--- src/rtl/hyperbus_pkg.sv ---
// Shared HyperBus types for the transaction arbiter.
//   hyper_tf_t       : transaction descriptor (direction, address, burst length)
//   hyper_tx_beat_t  : default write beat (data, strb, last)
//   hyper_rx_beat_t  : default read beat (data, last, error)
//   arb_state_e      : arbiter FSM states
package hyperbus_pkg;

  typedef struct packed {
    logic        write;
    logic [31:0] address;
    logic [15:0] burst;
  } hyper_tf_t;

  typedef struct packed {
    logic [15:0] data;
    logic [1:0]  strb;
    logic        last;
  } hyper_tx_beat_t;

  typedef struct packed {
    logic [15:0] data;
    logic        last;
    logic        error;
  } hyper_rx_beat_t;

  typedef enum logic [2:0] {
    StIdle,
    StIssue,
    StWrite,
    StWaitB,
    StRead
  } arb_state_e;

  // Grant index width; a single requester still needs a 1-bit index.
  function automatic int unsigned grant_width(input int unsigned num_req);
    return (num_req > 1) ? $clog2(num_req) : 1;
  endfunction

endpackage

--- src/rtl/hyperbus_trans_arbiter_rr.sv ---
// Round-robin selector: picks the first set bit of `valid` at or after `ptr`,
// wrapping to index 0.
//   valid : request vector
//   ptr   : round-robin start index
//   sel   : selected index (0 when none valid)
//   any   : at least one request valid
module hyperbus_trans_arbiter_rr
  import hyperbus_pkg::*;
#(
  parameter int unsigned NumReq = 2,
  localparam int unsigned GrantW = grant_width(NumReq)
) (
  input  logic [NumReq-1:0] valid,
  input  logic [GrantW-1:0] ptr,
  output logic [GrantW-1:0] sel,
  output logic              any
);

  logic              hi_any, lo_any;
  logic [GrantW-1:0] hi_sel, lo_sel;

  // Scan downwards so the lowest index in each half wins.
  always_comb begin
    hi_any = 1'b0;
    lo_any = 1'b0;
    hi_sel = '0;
    lo_sel = '0;
    for (int c = NumReq - 1; c >= 0; c--) begin
      if (valid[c]) begin
        if (c >= int'(ptr)) begin
          hi_any = 1'b1;
          hi_sel = GrantW'(c);
        end else begin
          lo_any = 1'b1;
          lo_sel = GrantW'(c);
        end
      end
    end
    any = hi_any | lo_any;
    sel = hi_any ? hi_sel : lo_sel;
  end

endmodule

--- src/rtl/hyperbus_trans_arbiter.sv ---
// Shares one HyperBus PHY between NumReq requesters. A requester is granted
// round-robin, its transaction is issued, then its write beats / write
// response or read beats are routed until the transfer completes.
//   req_* : per-requester transaction, tx, rx and b channels
//   rx_o / b_error_o : shared read beat / write response, qualified per requester
//   trans_*, tx_*, rx_*, b_* : PHY-facing channels
//   busy_o : FSM not idle;  grant_o : current grant index
module hyperbus_trans_arbiter
  import hyperbus_pkg::*;
#(
  parameter int unsigned NumReq   = 2,
  parameter int unsigned NumChips = 2,
  parameter type hyper_tx_t = hyper_tx_beat_t,
  parameter type hyper_rx_t = hyper_rx_beat_t,
  localparam int unsigned GrantW = grant_width(NumReq)
) (
  input  logic                clk_i,
  input  logic                rst_ni,
  // Requester side
  input  logic [NumReq-1:0]   req_trans_valid_i,
  output logic [NumReq-1:0]   req_trans_ready_o,
  input  hyper_tf_t           req_trans_i [NumReq],
  input  logic [NumChips-1:0] req_cs_i    [NumReq],
  input  logic [NumReq-1:0]   req_tx_valid_i,
  output logic [NumReq-1:0]   req_tx_ready_o,
  input  hyper_tx_t           req_tx_i    [NumReq],
  output logic [NumReq-1:0]   req_rx_valid_o,
  input  logic [NumReq-1:0]   req_rx_ready_i,
  output hyper_rx_t           rx_o,
  output logic [NumReq-1:0]   req_b_valid_o,
  input  logic [NumReq-1:0]   req_b_ready_i,
  output logic                b_error_o,
  // PHY side
  output logic                trans_valid_o,
  input  logic                trans_ready_i,
  output hyper_tf_t           trans_o,
  output logic [NumChips-1:0] trans_cs_o,
  output logic                tx_valid_o,
  input  logic                tx_ready_i,
  output hyper_tx_t           tx_o,
  input  logic                rx_valid_i,
  output logic                rx_ready_o,
  input  hyper_rx_t           rx_i,
  input  logic                b_valid_i,
  output logic                b_ready_o,
  input  logic                b_error_i,
  // Status
  output logic                busy_o,
  output logic [GrantW-1:0]   grant_o
);

  arb_state_e        state_q;
  logic [GrantW-1:0] grant_q, rr_ptr_q, rr_next, arb_sel;
  logic              arb_any;

  hyperbus_trans_arbiter_rr #(
    .NumReq (NumReq)
  ) u_rr (
    .valid (req_trans_valid_i),
    .ptr   (rr_ptr_q),
    .sel   (arb_sel),
    .any   (arb_any)
  );

  assign rr_next = (grant_q == GrantW'(NumReq - 1)) ? '0 : grant_q + GrantW'(1);

  always_ff @(posedge clk_i or negedge rst_ni) begin
    if (!rst_ni) begin
      state_q  <= StIdle;
      grant_q  <= '0;
      rr_ptr_q <= '0;
    end else begin
      case (state_q)
        StIdle: begin
          if (arb_any) begin
            grant_q <= arb_sel;
            state_q <= StIssue;
          end
        end
        // A requester withdrawing its request here simply keeps us waiting.
        StIssue: begin
          if (req_trans_valid_i[grant_q] && trans_ready_i) begin
            state_q <= req_trans_i[grant_q].write ? StWrite : StRead;
          end
        end
        StWrite: begin
          if (req_tx_valid_i[grant_q] && tx_ready_i && req_tx_i[grant_q].last) begin
            state_q <= StWaitB;
          end
        end
        StWaitB: begin
          if (b_valid_i && req_b_ready_i[grant_q]) begin
            state_q  <= StIdle;
            rr_ptr_q <= rr_next;
          end
        end
        StRead: begin
          if (rx_valid_i && req_rx_ready_i[grant_q] && rx_i.last) begin
            state_q  <= StIdle;
            rr_ptr_q <= rr_next;
          end
        end
        default: state_q <= StIdle;
      endcase
    end
  end

  // Routing is purely combinational from state/grant so data sees no extra latency.
  always_comb begin
    req_trans_ready_o = '0;
    req_tx_ready_o    = '0;
    req_rx_valid_o    = '0;
    req_b_valid_o     = '0;
    trans_valid_o     = 1'b0;
    tx_valid_o        = 1'b0;
    rx_ready_o        = 1'b0;
    b_ready_o         = 1'b0;
    trans_o           = req_trans_i[grant_q];
    trans_cs_o        = req_cs_i[grant_q];
    tx_o              = req_tx_i[grant_q];
    rx_o              = rx_i;
    b_error_o         = b_error_i;
    case (state_q)
      StIssue: begin
        trans_valid_o              = req_trans_valid_i[grant_q];
        req_trans_ready_o[grant_q] = trans_ready_i;
      end
      StWrite: begin
        tx_valid_o              = req_tx_valid_i[grant_q];
        req_tx_ready_o[grant_q] = tx_ready_i;
      end
      StWaitB: begin
        req_b_valid_o[grant_q] = b_valid_i;
        b_ready_o              = req_b_ready_i[grant_q];
      end
      StRead: begin
        req_rx_valid_o[grant_q] = rx_valid_i;
        rx_ready_o              = req_rx_ready_i[grant_q];
      end
      default: ;
    endcase
  end

  assign busy_o  = (state_q != StIdle);
  assign grant_o = grant_q;

endmodule

--- config.mk ---
export PLATFORM = sky130hd
export DESIGN_NAME = hyperbus_trans_arbiter
export DESIGN_NICKNAME = d
export VERILOG_FILES = /design/src/rtl/hyperbus_pkg.sv /design/src/rtl/hyperbus_trans_arbiter_rr.sv /design/src/rtl/hyperbus_trans_arbiter.sv
export SDC_FILE = /design/constraint.sdc
export NUM_CORES = 1
export LEC_CHECK = 0
export ABC_AREA = 1
export CORE_AREA = 2 2 106 108
export CTS_BUF_LIST = sky130_fd_sc_hd__clkbuf_4 sky130_fd_sc_hd__clkbuf_8 sky130_fd_sc_hd__clkbuf_16
export CTS_CLUSTER_DIAMETER = 80
export DETAILED_ROUTE_END_ITERATION = 12
export DIE_AREA = 0 0 108 110
export GPL_TIMING_DRIVEN = 0
export PLACE_DENSITY_LB_ADDON = 0.3
export SYNTH_ARGS = -nofsm -noshare
export SYNTH_HDL_FRONTEND = slang
export SYNTH_SLANG_ARGS = --single-unit
--- constraint.sdc ---
create_clock -name clk_i -period 1.6 [get_ports clk_i]
set_input_delay 0.4 -clock clk_i [delete_from_list [all_inputs] [get_ports clk_i]]
set_output_delay 0.4 -clock clk_i [all_outputs]
set_load 0.02 [all_outputs]
### Word-level counts from Yosys, hierarchy flattened

Index checks and enable logic that the tools add are counted.
Widths: inputs -> output; s select.

| storage, ports and cells | value |
|---|---|
| output and inout bits | 103 |
| input bits | 173 |
| register bits | 5 |
| logic and storage cells | 82 |

| operators by class | value |
|---|---|
| add/sub/neg operators | 1 |
| reductions and logical operators | 13 |
| muxes and demuxes | 46 |
| $lt $le $gt $ge | 4 |
| bitwise logic cells | 6 |
| equality and inequality tests | 9 |

Operators with widths:

| kind | count |
|---|---|
| $mux 49 | 3 |
| $mux 19 | 3 |
| $mux 1 | 24 |
| $mux 3 | 6 |
| $pmux 3 s5 | 1 |
| $mux 2 | 7 |
| $ne 2x2->1 const B | 5 |
| $and 2x2->2 | 4 |
| $logic_and 1x1->1 | 7 |
| $eq 3x2->1 const B | 2 |
| $reduce_and 5->1 | 1 |
| $eq 3x1->1 const B | 1 |
| $eq 3x3->1 const B | 1 |
| $logic_not 3->1 | 1 |
| $reduce_and 3->1 | 1 |
| $reduce_bool 3->1 | 1 |
| $ge 2x2->1 const B | 1 |
| $lt 1x2->1 const B | 1 |
| $not 1->2 | 1 |
| $pmux 1 s2 | 1 |
| $reduce_and 2->1 | 1 |
| $reduce_bool 2->1 | 1 |
| $add 1x1->1 const B | 1 |
| $demux 1 s1 | 1 |
| 3 further kinds | 3 |

### Depth between registers and ports, before layout

| depth | value |
|---|---|
| word-level depth | 7 |
| depth in mapped cells | 11 |
| mapped depth without buffers | 10 |

### By module

From an unflattened synthesis, not the netlist that was laid out.

| unflattened totals | value |
|---|---|
| cells, all modules | 339 |
| area, all modules | 1552.7 um2 |

By module, submodules not included:

| module | times used | cells an instance | area an instance (um2) |
|---|---|---|---|
| hyperbus_trans_arbiter | 1 | 334 | 1530.2 |
| hyperbus_trans_arbiter_rr | 1 | 5 | 22.5 |

### Worst setup path after synthesis

Ideal clock, no wire load.

| path | value |
|---|---|
| path type | register to output |
| start point | register grant_q, in the netlist grant_o |
| end point | output port req_b_valid_o[1] |
| data arrival time | 1.453 ns |
| setup slack | -0.253 ns |
| data required time | 1.200 ns |
| cell stages (with the launch flop) | 6 |
| path buffers | 3 |
| path through | dfrtp_1 -> buf_6 -> inv_8 -> buf_6 -> buf_2 -> nor3_1 |

| between the ends | value |
|---|---|
| word-level cells in the longest chain between the ends | 6 |
| elaborated cells on any way between the ends | 7 |
| those cells by class | 2 x order compare; 3 x mux; 1 x bitwise; 1 x reduce/logical |

Ends and longest elaborated chain:

| element | RTL line | RTL |
|---|---|---|
| start, declared | hyperbus_trans_arbiter.sv:53 | `logic [GrantW-1:0] grant_q, rr_ptr_q, rr_next, arb_sel;` |
| start signal, assigned | hyperbus_trans_arbiter.sv:76 | `grant_q <= arb_sel;` |
| $lt 1x2->1 (not written as such) / $ge 1x1->1 (equally long branches) | hyperbus_trans_arbiter.sv:133 | `req_b_valid_o[grant_q] = b_valid_i;` |
| $logic_and 1x1->1 (not written as such) | hyperbus_trans_arbiter.sv:133 |  |
| $mux 1 (not written as such) | hyperbus_trans_arbiter.sv:133 |  |
| $demux 1 s1 (*) | hyperbus_trans_arbiter.sv:133 |  |
| $and 2x2->2 (no source line) (*) | -- |  |
| $mux 2 (*) | hyperbus_trans_arbiter.sv:123 | `case (state_q)` |
| end, declared | hyperbus_trans_arbiter.sv:30 | `output logic [NumReq-1:0] req_b_valid_o,` |

Every way passes the cells marked *; elsewhere a longest branch is shown, timed or not.

### Final worst setup path

Same ends and word-level chain as after synthesis.

==> impl_results.md <==
* Status: complete, but fails checks
* Violated checks: negative setup slack
* Synthesized area per cell at ~4.6 um2
* Vias at between 3000 and 4000
* Detailed Place HPWL at around 8000 um
* FF+latch count, synth at 5
* ANT nets after route at 0
* Vias in the first global route at 2909
* Crit path time final at around 1800 ps
* Leading area contributor after synthesis: nand2_1
* Gr ovfl total at 0
* Synth cell types at 19
* Root Driver: clkbuf_8
* ANT cells at 0
* Initial antenna violation count at 0
* CP Class: reg2out
* Largest cells by area after synthesis: nand2_1 (58%), buf_4 (9.2%), dfrtp_1 (8.1%), buf_2 (4.5%), inv_1 (3.9%)
* GP Congestion at between 0.7 and 0.8
* HP Class: in2async
* CTS sink cnt at 5
* RSZ-0062 raised after global routing: true
* Ys Warns at 0
* Die height at ~110 um
* Fillers at about 1100
* DRT Pass-1 Iters at 4
* Post-synthesis cell count at 337
* Crit path DAT at 1390 ps
* Final #Nets at around 800
* Final Setup Violations at 86
* CP required at 1200 ps
* Worst Tran Pin Value at 235 ps
* Pwr per Cell Area at 1300 nW/um2
* Finished Layout Cells at 764
* Slew margin rel. at between 80% and 90%
* Inst Count DP at 734
* Chip Width at between 100 and 150 um
* Reg clk slew, reported paths at approximately 40 ps
* First-pass GRT wire length at around 14000 um
* Critical Path Start Type: flip-flop
* Final wirelength at between 10000 and 15000 um
* Seq/Total Area, Yosys at 8.11%
* Period utilisation layout at 112%
* Initial core utilization at around 14%
* Core region area at roughly 11000 um2
* CTS buffer count at 3
* Port Buf Inserts at 257
* Share of layout cells above drive strength 1 at between 30% and 40%
* Crit path max fanout at 6
* Tot GR Track Use at around 15%
* Setup crit end kind: primary output
* I/O pin total at around 280
* Max-Cap Viols at 0
* Mapped cell area at around 1500 um2
* Setup ws final at -190 ps
* Row cnt at 38
* Setup TNS at -12920 ps
* Slew Limit Fails at 0
* Fin Hold WS at around 390 ps
* CTS tree: yes
* Vias/cell at between 3 and 4
* Htree depth at 1
* Die area at between 10000 and 15000 um2
* Maximum vdd drop at roughly 0.85 mV
* Final clock skew at around 2.3 ps
* Yosys top cell area share at 57.7%
* Syn_nets at slightly above 500
* Worst-Skew Late Latency at between 200 and 250 ps
* Final hold vios at 0
* Largest net degree at the start of global routing at 11
* Post-CTS Hold Fix Bufs at 0
* WL/cell at around 13 um
* DRC viols at 0
* P_leak at between 2 and 3 nW
* Clk buf depth at 2
* Starting DRT DRC Count at slightly below 100
* Area Growth Syn to Fin at 228%
* Fmax at about 560 MHz
cell type report:
class | count | area, um2 | share of cell area [%]
inverters | 20 | 82.6 | 1.63
repair buffers | 283 | 2920 | 57.7
plain buffers | 36 | 378 | 7.47
multi-input cells | 276 | 1320 | 26.2
well taps | 140 | 175 | 3.46
clock buffers | 4 | 48.8 | 0.965
flip-flops and latches | 5 | 130 | 2.57
sequential cells by signal (all words and copies together) (netlist names):
signal,flops
rr_ptr_q,1
grant_o,1
state_q,3
cells in the mapped netlist:
master    count
nand2_2       6
nand2_1     237
buf_4        19
nor2_2        2
nand3_2       1
o21ai_1       1
buf_2        14
buf_6         2
o21ai_0       2
inv_2         3
nor3_1        8
nor2_1        7
clkbuf_1      1
nor3_2        1
inv_1        16
a21oi_1       3
dfrtp_1       5
inv_8         1
nand3_1       8
per-stage QoR:
stage | setup WS [ps] | util, % | area [um2] | total power [mW]
after floorplan | -108 | - | 1580 | 2.66
after global placement | -726 | 40.5 | 4330 | 4.88
after detailed placement | -736 | 40.5 | 4330 | 4.91
after CTS | -203 | 45.3 | 4850 | 6.22
after global routing | -256 | 47.3 | 5060 | 7.01
final | -190 | 47.3 | 5060 | 6.55
cells by family after synthesis:
family,share of synthesized area [%]
AND/OR/NAND/NOR,69.1
AO/OA/AOI/OAI,1.95
buffers and inverters,20.8
flip-flops,8.11
layout by cell type (no fill, tap or decap), types with 2 or more instances in the layout:
master           Yosys  routed
nand2_1            237     194
clkdlybuf4s50_1      0     167
buf_6                2      85
buf_4               19      45
nand2_2              6      43
inv_2                3      10
inv_1               16       9
buf_8                0       8
nand3_1              8       8
nand2_4              0       6
nor3_2               1       6
nor2_1               7       5
dfrtp_2              0       4
dlygate4sd2_1        0       4
nor3_4               0       3
clkbuf_8             0       3
buf_12               0       2
clkbuf_4             0       2
nor2_4               0       2
nor2_2               2       2
a21oi_2              0       2
o21ai_0              2       2
buf_16               0       2
clkbuf_16            0       2
where the power goes:
group	internal [mW]	switching [mW]	total [mW]
clock network	0.188	0.0683	0.257
logic	3.00	3.04	6.04
registers	0.190	0.0691	0.259
per-layer routing:
layer  up-vias  wire [um]  part of all wire [%]  global-route usage, %
met5         -          0                     0                      0
met4         0        170                   1.7                   3.39
met3        12        917                   9.1                   3.41
met2       161       5430                    54                   29.6
met1      1296       3510                    35                   15.4
li1       1563          -                     -                      -
final timing paths:
path                          start                to  slack [ps]  cells after the start
max in group asynchronous    rst_ni        state_q[0]        1000                      1
min reg2reg                rr_ptr_q          rr_ptr_q         520                      2
max                         grant_o  req_b_valid_o[1]        -190                      6
max reg2reg                 grant_o        state_q[1]         -70                     14
min in group clk_i         rr_ptr_q          rr_ptr_q         520                      2
min                          rst_ni          rr_ptr_q         390                      1
worst max-delay path, cell delays in order (launching register included):
cell,delay (ps)
dfrtp_2,360
buf_8,130
inv_8,50
buf_12,140
buf_12,130
nor3_2,170
buf_4,170
repair_timing:
action	CTS	global route
buffers inserted	20	2
resized for setup	575	46
cloned	2	2
endpoints found under the setup margin	84	87
pin swaps	20	5
Power figures use the tool's default switching activity.
